File: src/rtl/instr_sequencer.sv
// instr_sequencer: FETCH/DECODE/EXECUTE/WRITEBACK phase sequencer with stall, HALT trap and retire counter.
// Define SEQ_STEP_EN to gate each fetch behind a single-step pulse.
module instr_sequencer #(
    parameter int         INSTR_W     = 16,
    parameter int         COUNT_W     = 16,
    parameter logic [3:0] HALT_OPCODE = 4'b1111
) (
    input  logic               clock,
    input  logic               state_machine_reset,
    input  logic [INSTR_W-1:0] instr_word,
    input  logic               instr_valid,
    input  logic               stall,
    input  logic               resume,
    input  logic               step,
    output logic [1:0]         state,
    output logic [3:0]         opcode,
    output logic [4:0]         alternate_read,
    output logic [4:0]         alt_write,
    output logic               fetch_ack,
    output logic               halted,
    output logic [COUNT_W-1:0] instr_count
);
    typedef enum logic [2:0] {S_FETCH, S_DECODE, S_EXECUTE, S_WRITEBACK, S_HALT} state_t;
    state_t             r_state, w_next, w_adv;
    logic [3:0]         r_opcode;
    logic [4:0]         r_alt_read, r_alt_write;
    logic [COUNT_W-1:0] r_count;
    logic               w_permit;
    logic               w_unused;

    assign w_unused = ^{instr_word, step};

`ifdef SEQ_STEP_EN
    logic r_step_armed;
    assign w_permit = r_step_armed | step;
    always_ff @(posedge clock or negedge state_machine_reset) begin
        if (!state_machine_reset)
            r_step_armed <= 1'b0;
        else if (fetch_ack)
            r_step_armed <= 1'b0;
        else if (step && !stall)
            r_step_armed <= 1'b1;
    end
`else
    assign w_permit = 1'b1;
`endif

    assign fetch_ack      = (r_state == S_FETCH) && instr_valid && !stall && w_permit;
    assign state          = (r_state == S_HALT) ? 2'd0 : r_state[1:0];
    assign halted         = (r_state == S_HALT);
    assign opcode         = r_opcode;
    assign alternate_read = r_alt_read;
    assign alt_write      = r_alt_write;
    assign instr_count    = r_count;

    always_comb begin
        w_adv = S_FETCH;
        case (r_state)
            S_FETCH:     w_adv = fetch_ack ? S_DECODE : S_FETCH;
            S_DECODE:    w_adv = (r_opcode == HALT_OPCODE) ? S_HALT : S_EXECUTE;
            S_EXECUTE:   w_adv = S_WRITEBACK;
            S_WRITEBACK: w_adv = S_FETCH;
            S_HALT:      w_adv = resume ? S_FETCH : S_HALT;
            default:     w_adv = S_FETCH;
        endcase
        // HALT only listens to resume, so stall cannot pin it
        w_next = (stall && r_state != S_HALT) ? r_state : w_adv;
    end

    always_ff @(posedge clock or negedge state_machine_reset) begin
        if (!state_machine_reset) begin
            r_state     <= S_FETCH;
            r_opcode    <= 4'd0;
            r_alt_read  <= 5'd0;
            r_alt_write <= 5'd0;
            r_count     <= '0;
        end else begin
            r_state <= w_next;
            if (fetch_ack) begin
                r_opcode    <= instr_word[INSTR_W-1 -: 4];
                r_alt_read  <= instr_word[INSTR_W-5 -: 5];
                r_alt_write <= instr_word[INSTR_W-10 -: 5];
            end
            if (r_state == S_WRITEBACK && !stall && r_count != '1)
                r_count <= r_count + COUNT_W'(1);
        end
    end
endmodule

File: config.mk
export PLATFORM = sky130hd
export DESIGN_NAME = instr_sequencer
export DESIGN_NICKNAME = d
export VERILOG_FILES = /design/src/rtl/instr_sequencer.sv
export SDC_FILE = /design/constraint.sdc
export NUM_CORES = 1
export LEC_CHECK = 0
export CAP_MARGIN = 20
export CORE_ASPECT_RATIO = 0.8
export CORE_MARGIN = 4
export CORE_UTILIZATION = 47
export DETAILED_ROUTE_END_ITERATION = 10
export PLACE_DENSITY = 0.84
export SKIP_LAST_GASP = 1
export SYNTH_ARGS = -nofsm -noshare
export SYNTH_HDL_FRONTEND = slang
export SYNTH_SLANG_ARGS = --single-unit
File: constraint.sdc
create_clock -name clock -period 3 [get_ports clock]
set_input_delay 0.6 -clock clock [delete_from_list [all_inputs] [get_ports clock]]
set_output_delay 0.6 -clock clock [all_outputs]
set_load 0.01 [all_outputs]
======== Word level (Yosys, flattened, before mapping) ========
Index checks and enable logic that the tools add are counted.
word-level totals
  register bits ........................... 33
  output and inout port bits .............. 34
  input port bits ......................... 22
  logic and storage cells ................. 25
cells by class
  eq/ne operators ......................... 7
  reductions and logical operators ........ 7
  add/subtract/negate cells ............... 1
  muxes and demuxes ....................... 5
operators with widths
  operator                                             number
  adder 16 x 1 -> 16 bit, second input constant        1
  inequality test 16 bit, second input constant        1
  case mux 3 bit (4 select lines)                      1
  equality test 3 x 2 -> 1 bit, second input constant  2
  2-to-1 mux 3 bit                                     2
  logical AND 1 bit                                    5
  equality test 4 bit, second input constant           1
  equality test 3 x 1 -> 1 bit, second input constant  1
  equality test 3 bit, second input constant           1
  logical NOT 3 bit                                    1
  inequality test 3 bit, second input constant         1
  2-to-1 mux 2 bit                                     1
  logical NOT 1 bit                                    1
  2-to-1 mux 1 bit                                     1

======== Longest topological paths before layout ========
Gate-level depths: netlist of the first run.
  depth in word-level cells ............... 5
  gate-level depth with buffers ........... 6
  gate-level depth less buffers ........... 5

======== Worst setup path after synthesis of the first run ========
OpenSTA, ideal clock, no wires.
  path type ............................... input-to-output
  start ................................... input stall
  end ..................................... output fetch_ack
  buffers on the path ..................... 1
  setup slack ............................. 1.138 ns
  arrival time ............................ 1.262 ns
  stages on the path ...................... 4
  data required time ...................... 2.400 ns
  path through ............................ nor2_2 -> nand3_1 -> buf_2 -> inv_1
on the way
  longest elaborated chain between the ends .. 2
RTL lines
  what                RTL line  RTL
  start: declaration  12        input logic stall,
  logical NOT 1 bit   48        assign fetch_ack = (r_state == S_FETCH) && instr_valid && !stall && w_permit;
  logical AND 1 bit   48
  end: declaration    19        output logic fetch_ack,
No other way between the ends.

======== Final worst setup path of the first run ========
Same ends and word-level chain as after synthesis.

==> results of run 1 <==
## worst max-delay path, delay by kind of cell
kind	cells	cell delay, ns
and+or+nand+nor	2	0.33
buffers and inverters	3	1.10
## routing by layer
metal	wire [µm]	track usage, %	part of all wire, %	up-vias
met2	1730	30.9	50	50
met4	35	6.43	1.0	0
li1	-	-	-	563
met5	0	0	0	-
met1	1350	21.9	39	555
met3	340	9.56	9.9	6
## state kept, by name, indices dropped and copies added, names as in the netlist
name            cells
alt_write           5
r_state             3
alternate_read      5
instr_count        16
opcode              4
## cell usage in the layout, fill, tap and decap left out
cell,count
and3_1,2
nand3_2,1
nand3_1,6
a31oi_1,1
and2_1,1
nor2_2,1
nor4_1,4
xor2_1,15
inv_1,1
dfrtp_1,33
clkbuf_8,7
nand2_1,11
or2_2,1
o21ai_0,3
and4_1,2
nor2_1,3
nand4_1,4
o22ai_1,1
buf_4,4
clkinv_2,1
o31ai_1,1
nor4_2,3
nor3b_1,3
clkdlybuf4s50_1,52
mux2_2,15
or4b_4,1
nor3_1,6
ha_1,1
## cells in the mapped netlist, types with 2 or more instances
library cell / n
xor2_1: 15
nor3b_1: 3
nand3_1: 6
clkbuf_1: 2
nor4_1: 4
nor2_1: 3
mux2_2: 15
o21ai_0: 3
and3_1: 2
buf_2: 4
nand2_1: 11
dfrtp_1: 33
and4_1: 2
nand4_1: 4
nor4_2: 3
nor3_1: 6
## power by group through the flow
stage / Combinational [mW] / Clock (mW) / Sequential (mW)
final: 0.593 / 0.365 / 0.698
after detailed placement: 0.597 / 0 / 0.704
after global routing: 0.642 / 0.408 / 0.722
after floorplan: 0.203 / 0 / 0.733
after global placement: 0.584 / 0 / 0.690
after CTS: 0.602 / 0.376 / 0.699
## worst min-delay path by stage
stage | to | cells past startpoint
floorplan | alt_write[0]$_DFFE_PN0P_ | 0
global placement | alternate_read[4]$_DFFE_PN0P_ | 1
detailed placement | instr_count[15]$_DFFE_PN0P_ | 1
CTS | instr_count[15]$_DFFE_PN0P_ | 1
global route | alt_write[1]$_DFFE_PN0P_ | 1
finish | instr_count[15]$_DFFE_PN0P_ | 1
## cell families after synthesis
kind of cell               share of synthesized area [%]
adders and majority gates                          0.834
AOI/OAI and AO/OA                                   2.34
xor gates and xnor gates                            8.76
buffers and inverters                               2.09
and+or+nand+nor                                     19.7
muxes                                               11.3
DFF                                                 55.0
## through the flow
| step | instance area (µm²) | std cells |
|---|---|---|
| floorplan | 1500 | 126 |
| global placement | 2070 | 216 |
| detailed placement | 2070 | 216 |
| CTS | 2170 | 224 |
| global route | 2170 | 224 |
| finish | 2170 | 224 |
## layout make-up
cell class	count	area [µm²]	area share, %
clock buffers	7	96.3	4.43
multi-input cells	86	643	29.6
well taps	40	50.0	2.30
clock inverters	1	5.00	0.230
flip-flops and latches	33	826	38.0
inverters	1	3.75	0.173
repair buffers	56	551	25.3
==> summary.md, run 1 <==
| Metric | Value |
|---|---|
| Status | complete, no violations |
| Vias in the first global route | 1,229 |
| CP endpoint | fetch_ack |
| Port bufs | 52 |
| Design Power | 1.66 mW |
| RSZ-0062 raised after global routing | false |
| HP Class | reg -> reg |
| P_int | approximately 1.2 mW |
| DP HPWL | 2540 µm |
| Final worst slack | 0.381 ns |
| Most used cell, CP | clkdlybuf4s50_1 |
| Finished Core Util | 70.5% |
| Gr usage total | approximately a fifth |
| Iter 0 DRT Violations | 94 |
| CTS tree | built |
| Fmax | ~380 MHz |
| Sequential element share of the synthesized area | 55.0% |
| WHS | 0.504 ns |
| Post-Syn Area | 1500 µm² |
| FF-to-FF Start | instr_count[0]$_DFFE_PN0P_ |
| Filler cell count | 213 |
| Post-synth EDFFs | 0 |
| Startpoint types | primary input |
| CTS max path bufs | 2 |
| Sink Count | 33 |
| Reg2reg path depth | 6 |
| Via density per instance | 5.24 |
| Routability congestion estimate from global placement | between 0.7 and 0.8 |
| First-pass GRT wire length | about 5900 µm |
| Pins over their slew limit | 0 |
| Initial antenna violation count | 0 |
| Setup CP Type | in -> out |
| Peak supply drop | 0.493 mV |
| Least-Margin Pin Slew | roughly 0.71 ns |
| Sequential share of power | 42.1% |
| Crit path from | stall |
| Worst reg2reg path endpoint | instr_count[3]$_DFFE_PN0P_ |
| Critical Path RT | 2.40 ns |
| Final hold viol count | 0 |
| Final worst-path cycle share | 87.3% |
| Clk Tree Root Cell | clkbuf_8 |
| Hold Startpoint | instr_count[15]$_DFFE_PN0P_ |
| Residual DRC | 0 |
| Clock Skew | around 0.0032 ns |
| CP max stage cell | clkdlybuf4s50_1 |
| Detailed-route wire length per cell | 15.4 µm |
| Vert. Die Dim | 58.5 µm |
| Critical path fanouts, max | 5 |
| Comb pwr share | 35.8% |
| Syn avg cell area | ~12 µm² |
| Routed WL | 3450 µm |
| Psw | between 400 and 500 µW |
| Synth Instances | 126 |
| Cell Chain, Critical Path | clkdlybuf4s50_1 -> nor2_2 -> nand3_1 -> inv_1 -> clkdlybuf4s50_1 |
| Final-report setup violation count | 0 |
| Crit end category | primary output |
| Lkg Pwr | 0.960 nW |
| Reg2reg setup slack | around 0.97 ns |
| Clock power share | about 22% |
| Unique masters post-synth | 26 |
| Post-CTS setup repair buffer count | 0 |
| Yosys warns | 0 |
| Post-synth top area share | 55.0% |
| PD cells | approximately 760 nW/µm² |
| Largest net degree at the start of global routing | 34 |
| Die Area | 4170 µm² |
| Ratio of cells with drive above 1 in the final layout | a little under a fifth |
| Site Rows | 18 |
| Worst skew pair latency | 0.28 ns |
| TNS Setup | 0 ns |
| Max_cap viols | 0 |
| Cell taking the most area after synthesis | dfrtp_1 |
| Post-place setup slack | 0.401 ns |
| CTS clock-pin slew for the worst setup and hold paths | roughly 0.06 ns |
| Top post-synthesis cells by area | dfrtp_1 (55%), mux2_2 (11%), xor2_1 (8.8%) |
| Cts hold-fix bufs | 0 |
| Total CTS buffers | 5 |
| P&R area growth vs syn | 45.0% |
| Net Count, Synth | ~150 |
| Core ar. | just over 3000 µm² |
| Drt first pass iters | 4 |
| Worst EP arrival | between 2 and 2.5 ns |
| Max incr delay on CP | 0.55 ns |
| Dominant synthesized flop cell | dfrtp_1 |
| Post_cts resized | 0 |
| Slew HR | between 50% and 60% |
| #FFs+latches synth | 33 |
| Boundary Pins | 56 |
| Post-synthesis async set-or-reset flop share | 100% |
| Routed Antenna Nets | 0 |
| Die Wd | 71.2 µm |
| Via count | roughly 1,200 |
| Overflow after GRT | 0 |
| Sw frac | around 30% |
| Initial core utilization | 48.6% |
| H-tree levels | 2 |
| Final min period | 2.62 ns |
| Final #Nets | 206 |
| Antenna diode count | 0 |
Note: power is estimated with default switching activity, not from simulation.
==> run 2: changes to the inputs <==
--- a/config.mk
+++ b/config.mk
@@ -11,6 +11,7 @@
 export CORE_UTILIZATION = 47
 export DETAILED_ROUTE_END_ITERATION = 10
 export PLACE_DENSITY = 0.84
+export RECOVER_POWER = 50
 export SKIP_LAST_GASP = 1
 export SYNTH_ARGS = -nofsm -noshare
 export SYNTH_HDL_FRONTEND = slang
==> run 2 against run 1 <==
The run now ends with capacitance limit, slew limit left. Non-clock buffer count unchanged. Worst setup slack got worse by 0.068 ns. Wire length shrank 0.32%. Critical path depth did not move. Via count increased by 0.60%. Sequential power barely moved. Register-to-register slack hardly changed. Clock power about the same. First-iteration DRC count is 23% lower. Final cell count did not move. Largest power group unchanged.
==> summary.md, run 2 (same netlist as run 1, synthesis figures left out) <==
| Metric | Value |
|---|---|
| Status | complete, but fails checks (was complete, no violations) |
| Failing checks | capacitance limit, slew limit |
| Initial core utilization | 48.6% (unchanged) |
| Post-place setup slack | 0.401 ns (unchanged) |
| Critical Path RT | 2.40 ns (about the same) |
| Gr usage total | 19.0% (unchanged) |
| Antenna diode count | 0 (unchanged) |
| P&R area growth vs syn | 44.3% (was 45.0%) |
| Psw | 499 µW (about the same) |
| Commonest non-fill, non-tap cell in the layout | clkdlybuf4s50_1 (unchanged) |
| Detailed-route wire length per cell | 15.3 µm (was 15.4 µm) |
| Ratio of cells with drive above 1 in the final layout | 16.8% (was 18.5%) |
| Worst reg2reg path endpoint | instr_count[3]$_DFFE_PN0P_ (unchanged) |
| Reg2reg setup slack | 0.97 ns (about the same) |
| Die Wd | 71.2 µm (unchanged) |
| Final worst slack | 0.312 ns (was 0.381 ns) |
| Filler cell count | 217 (was 213) |
| P_int | 1.15 mW (was 1.16 mW) |
| Drt first pass iters | 4 (unchanged) |
| Clock Skew | 0.00308 ns (was 0.00324 ns) |
| Residual DRC | 0 (unchanged) |
| Post_cts resized | 0 (unchanged) |
| Die Area | 4170 µm² (unchanged) |
| Post-CTS setup repair buffer count | 0 (unchanged) |
| Largest net degree at the start of global routing | 34 (unchanged) |
| Crit end category | primary output (unchanged) |
| Total CTS buffers | 5 (unchanged) |
| Vert. Die Dim | 58.5 µm (unchanged) |
| Most frequent cells in the layout | clkdlybuf4s50_1 (50), dfrtp_1 (33), xor2_1 (15), mux2_2 (15), nand2_1 (11) (was clkdlybuf4s50_1 (52), dfrtp_1 (33), xor2_1 (15), mux2_2 (15), nand2_1 (11)) |
| Port bufs | 52 (unchanged) |
| H-tree levels | 2 (unchanged) |
| Via count | 1,181 (was 1,174) |
| Final min period | 2.69 ns (was 2.62 ns) |
| Startpoint types | primary input (unchanged) |
| Clk Tree Root Cell | clkbuf_8 (unchanged) |
| Multi-input gate area in the final layout | 641 µm² (was 643 µm²) |
| Iter 0 DRT Violations | 72 (was 94) |
| Lkg Pwr | 0.954 nW (was 0.960 nW) |
| Register area | 826 µm² (unchanged) |
| Max_cap viols | 1 (was 0) |
| DP HPWL | 2540 µm (unchanged) |
| Final #Nets | 206 (unchanged) |
| Final-report setup violation count | 0 (unchanged) |
| Core ar. | 3090 µm² (unchanged) |
| Sequential share of power | 42.3% (was 42.1%) |
| Comb pwr share | 35.6% (was 35.8%) |
| CTS max path bufs | 2 (unchanged) |
| Site Rows | 18 (unchanged) |
| Cts hold-fix bufs | 0 (unchanged) |
| Pins over their slew limit | 34 (was 0) |
| Slew HR | -16.0% (was 52.3%) |
| Post-Layout Cell Count | 224 (unchanged) |
| Peak supply drop | 0.493 mV (about the same) |
| Critical path fanouts, max | 5 (unchanged) |
| Fmax | 372 MHz (was 382 MHz) |
| Hold Startpoint | instr_count[15]$_DFFE_PN0P_ (unchanged) |
| Via density per instance | 5.27 (was 5.24) |
| Placed Cells | 216 (unchanged) |
| Design area | 2160 µm² (was 2170 µm²) |
| Worst skew pair latency | 0.28 ns (about the same) |
| Routability congestion estimate from global placement | 0.742 (unchanged) |
| Final worst-path cycle share | 89.6% (was 87.3%) |
| Max FFs per register | 16 (unchanged) |
| CTS tree | built (unchanged) |
| HP Class | reg -> reg (unchanged) |
| Routed WL | 3440 µm (was 3450 µm) |
| Setup CP Type | in -> out (unchanged) |
| CTS clock-pin slew for the worst setup and hold paths | 0.06 ns (about the same) |
| First-pass GRT wire length | 5910 µm (unchanged) |
| Reg2reg path depth | 6 (unchanged) |
| Routed Antenna Nets | 0 (unchanged) |
| FF-to-FF Start | instr_count[0]$_DFFE_PN0P_ (unchanged) |
| Least-Margin Pin Slew | 1.74 ns (was 0.710 ns) |
| Worst EP arrival | 2.09 ns (was 2.02 ns) |
| Sw frac | 30.2% (about the same) |
| TNS Setup | 0 ns (unchanged) |
| Clock power share | 22.1% (about the same) |
| Vias in the first global route | 1,229 (unchanged) |
| Boundary Pins | 56 (unchanged) |
| WHS Endpoint | instr_count[15]$_DFFE_PN0P_ (unchanged) |
| Initial antenna violation count | 0 (unchanged) |
| Hold Path Depth | 1 (unchanged) |
| Final hold viol count | 0 (unchanged) |
| PD cells | 762 nW/µm² (about the same) |
| Placed standard-cell area | 2070 µm² (unchanged) |
| Sink Count | 33 (unchanged) |
| Overflow after GRT | 0 (unchanged) |
| RSZ-0062 raised after global routing | false (unchanged) |
==> run 2: cell types whose count changed in the layout (fill, tap and decap cells not counted) <==
cell,previous run,this run
clkdlybuf4s50_1,52,50
buf_4,4,2
dlygate4sd3_1,0,2
nor2_2,1,0
clkbuf_1,0,2
nor2_1,3,4
==> run 2: area by class of cell <==
type / count / share of cell area [%]
Timing Repair Buffer: 56 / 25.1
Clock inverter: 1 / 0.231
Sequential cell: 33 / 38.2
Multi-Input combinational cell: 86 / 29.6
Inverter: 1 / 0.173
Tap cell: 40 / 2.31
Clock buffer: 7 / 4.45
==> run 2: critical path: stages <==
cell	delay, ns
clkdlybuf4s50_1	0.46
nor2_1	0.25
nand3_1	0.15
inv_1	0.08
clkdlybuf4s50_1	0.55
==> run 2: worst max-delay path by stage <==
stage                from        end  slack (ns)  cells past startpoint
floorplan           stall  fetch_ack        1.14                      4
global placement    stall  fetch_ack        0.41                      5
finish              stall  fetch_ack        0.31                      5
global route        stall  fetch_ack        0.19                      5
detailed placement  stall  fetch_ack        0.40                      5
CTS                 stall  fetch_ack        0.39                      5
==> run 2: stage by stage <==
step	utilization (%)	total power, mW	hold slack, ns
global route	70.2	1.77	0.526
global placement	67.2	1.27	0.488
detailed placement	67.2	1.30	0.492
CTS	70.5	1.68	0.504
finish	70.2	1.65	0.500
floorplan	-	0.937	0.304
==> run 2: power groups by stage <==
stage          clock [mW]  sequential [mW]  combinational, mW
2_1_floorplan           0            0.733              0.203
3_3_place_gp            0            0.690              0.584
3_5_place_dp            0            0.704              0.597
4_1_cts             0.376            0.699              0.602
5_1_grt             0.408            0.722              0.637
6_report            0.365            0.698              0.587
==> run 2: layer usage <==
metal / track usage [%] / wire length (µm) / up-vias
li1: - / - / 566
met1: 21.9 / 1360 / 571
met2: 30.9 / 1720 / 38
met3: 9.56 / 320 / 6
met4: 6.43 / 35 / 0
met5: 0 / 0 / -
==> run 3: changes to the inputs <==
--- a/config.mk
+++ b/config.mk
@@ -9,6 +9,7 @@
 export CORE_ASPECT_RATIO = 0.8
 export CORE_MARGIN = 4
 export CORE_UTILIZATION = 47
+export CTS_CLUSTER_DIAMETER = 60
 export DETAILED_ROUTE_END_ITERATION = 10
 export PLACE_DENSITY = 0.84
 export RECOVER_POWER = 50
==> constraint.sdc (replaced) <==
create_clock -name clock -period 3 [get_ports clock]
set_input_delay 0.6 -clock clock [delete_from_list [all_inputs] [get_ports clock]]
set_output_delay 0.6 -clock clock [all_outputs]
set_load 0.02 [all_outputs]
==> run 3 against run 2 <==
The flow still finishes with violations (capacitance limit, slew limit). Final area is 0.98% lower. Via count is 1.6% lower. Final cell count did not move. Count of clock-buffer cells in the layout rose by 1. Core utilization shrank 0.69 points. Non-clock buffer count did not move. Critical path type unchanged. Largest power group unchanged.
==> summary.md, run 3 (same netlist as run 1, synthesis figures left out) <==
| Metric | Value |
|---|---|
| First-pass GRT wire length | 5730 µm (was 5910 µm) |
| Pins over their slew limit | 34 (unchanged) |
| Routed WL | 3240 µm (was 3440 µm) |
| WL met3 | 297 µm (was 320 µm) |
| Crit end category | primary output (unchanged) |
| Antenna diode count | 0 (unchanged) |
| Initial antenna violation count | 0 (unchanged) |
| CTS tree | built (unchanged) |
| Most used cell, CP | clkdlybuf4s50_1 (unchanged) |
| M1 wire length | 1320 µm (was 1360 µm) |
| Boundary Pins | 56 (unchanged) |
| Max incr delay on CP | 0.61 ns (was 0.55 ns) |
| Via count | 1,162 (was 1,181) |
| Port bufs | 52 (unchanged) |
| CP max stage cell | clkdlybuf4s50_1 (unchanged) |
| Setup CP Type | in -> out (unchanged) |
| Overflow after GRT | 0 (unchanged) |
| Least-Margin Pin Slew | 1.74 ns (about the same) |
| Vert. Die Dim | 58.5 µm (unchanged) |
| Cell Chain, Critical Path | clkdlybuf4s50_1 -> nor2_1 -> nand3_1 -> inv_1 -> clkdlybuf4s50_1 (unchanged) |
| Clock Skew | 0.00361 ns (was 0.00308 ns) |
| Buf/Inv on CP | 3 (unchanged) |
| Peak supply drop | 0.586 mV (was 0.493 mV) |
| Lkg Pwr | 0.939 nW (was 0.954 nW) |
| CTS max path bufs | 2 (unchanged) |
| H-tree levels | 2 (unchanged) |
| Die Area | 4170 µm² (unchanged) |
| Post_cts resized | 0 (unchanged) |
| CTS clock-pin slew for the worst setup and hold paths | 0.06 ns (about the same) |
| Critical Path RT | 2.40 ns (about the same) |
| Cts hold-fix bufs | 0 (unchanged) |
| Status | complete, but fails checks (unchanged) |
| TNS Setup | 0 ns (unchanged) |
| Final worst-path cycle share | 92.3% (was 89.6%) |
| Gr usage total | 18.0% (was 19.0%) |
| Critical path fanouts, max | 5 (unchanged) |
| Ratio of cells with drive above 1 in the final layout | 15.2% (was 16.8%) |
| Iter 0 DRT Violations | 40 (was 72) |
| Die Wd | 71.2 µm (unchanged) |
| Total CTS buffers | 5 (unchanged) |
| Final #Nets | 206 (unchanged) |
| Crit path from | stall (unchanged) |
| Commonest non-fill, non-tap cell in the layout | clkdlybuf4s50_1 (unchanged) |
| Placed Cells | 216 (unchanged) |
| DP HPWL | 2450 µm (was 2540 µm) |
| Max_cap viols | 1 (unchanged) |
| Placed standard-cell area | 2070 µm² (unchanged) |
| Routed Antenna Nets | 0 (unchanged) |
| Failing checks | capacitance limit, slew limit (unchanged) |
| WHS | 0.494 ns (was 0.500 ns) |
| Sink Count | 33 (unchanged) |
| HP Class | reg -> reg (unchanged) |
| Met2 routed WL | 1570 µm (was 1720 µm) |
| Startpoint types | primary input (unchanged) |
| Worst skew pair latency | 0.28 ns (about the same) |
| Clk Tree Root Cell | clkbuf_8 (unchanged) |
| Reg2reg setup slack | 0.95 ns (was 0.97 ns) |
| Most frequent cells in the layout | clkdlybuf4s50_1 (51), dfrtp_1 (33), xor2_1 (15), mux2_2 (15), nand2_1 (11) (was clkdlybuf4s50_1 (50), dfrtp_1 (33), xor2_1 (15), mux2_2 (15), nand2_1 (11)) |
| Detailed-route wire length per cell | 14.5 µm (was 15.3 µm) |
| Final-report setup violation count | 0 (unchanged) |
| P&R area growth vs syn | 42.9% (was 44.3%) |
| Fmax | 361 MHz (was 372 MHz) |
| Hold Startpoint | instr_count[15]$_DFFE_PN0P_ (unchanged) |
| FF-to-FF Start | instr_count[0]$_DFFE_PN0P_ (unchanged) |
| Drt first pass iters | 4 (unchanged) |
| Largest net degree at the start of global routing | 34 (unchanged) |
| Worst EP arrival | 2.17 ns (was 2.09 ns) |
| Top routing layer in use | met4 (unchanged) |
| Max FFs per register | 16 (unchanged) |
| Via density per instance | 5.19 (was 5.27) |
| PD cells | 794 nW/µm² (was 762 nW/µm²) |
| Design area | 2140 µm² (was 2160 µm²) |
| Initial core utilization | 48.6% (unchanged) |
| Finished Core Util | 69.5% (was 70.2%) |
| Vias in the first global route | 1,257 (was 1,229) |
| Routability congestion estimate from global placement | 0.742 (about the same) |
| Final min period | 2.77 ns (was 2.69 ns) |
| Post-Layout Cell Count | 224 (unchanged) |
| Core ar. | 3090 µm² (unchanged) |
| Final hold viol count | 0 (unchanged) |
| RSZ-0062 raised after global routing | false (unchanged) |
| Slew HR | -15.9% (was -16.0%) |
| Residual DRC | 0 (unchanged) |
| Site Rows | 18 (unchanged) |
| Post-CTS setup repair buffer count | 0 (unchanged) |
| Cell family with most CP delay | buffers and inverters (unchanged) |
run 3: worst paths after layout:
check,to,depth (start not counted)
setup reg to reg,instr_count[2]$_DFFE_PN0P_,6
max in group asynchronous,alt_write[4]$_DFFE_PN0P_,2
hold / removal,instr_count[15]$_DFFE_PN0P_,1
min in group asynchronous,r_state[2]$_DFFE_PN0N_,2
setup / recovery,fetch_ack,5
hold reg to reg,instr_count[15]$_DFFE_PN0P_,1
run 3: per-stage QoR:
stage | worst slack, ns | total power [mW]
finish | 0.231 | 1.70
global route | 0.108 | 1.81
CTS | 0.298 | 1.73
detailed placement | 0.310 | 1.40
global placement | 0.341 | 1.38
floorplan | 1.08 | 1.04
run 3: power by group:
group          internal, mW  leakage [nW]  switching, mW
combinational         0.368         0.477          0.326
sequential            0.580         0.423          0.113
clock                 0.165        0.0395          0.151
total                  1.11         0.939          0.590
run 3: final cells by class:
type / instances / area (µm²)
inverter: 1 / 3.75
clock buffer: 8 / 80.1
timing repair buffer: 56 / 543
tap: 40 / 50.0
fill: 218 / 942
multi-input combinational: 86 / 641
sequential: 33 / 826
run 3: layer usage:
layer	track usage, %	up-vias
met1	20.9	561
met5	0	-
met3	8.53	7
met2	29.1	36
li1	-	558
met4	7.24	0
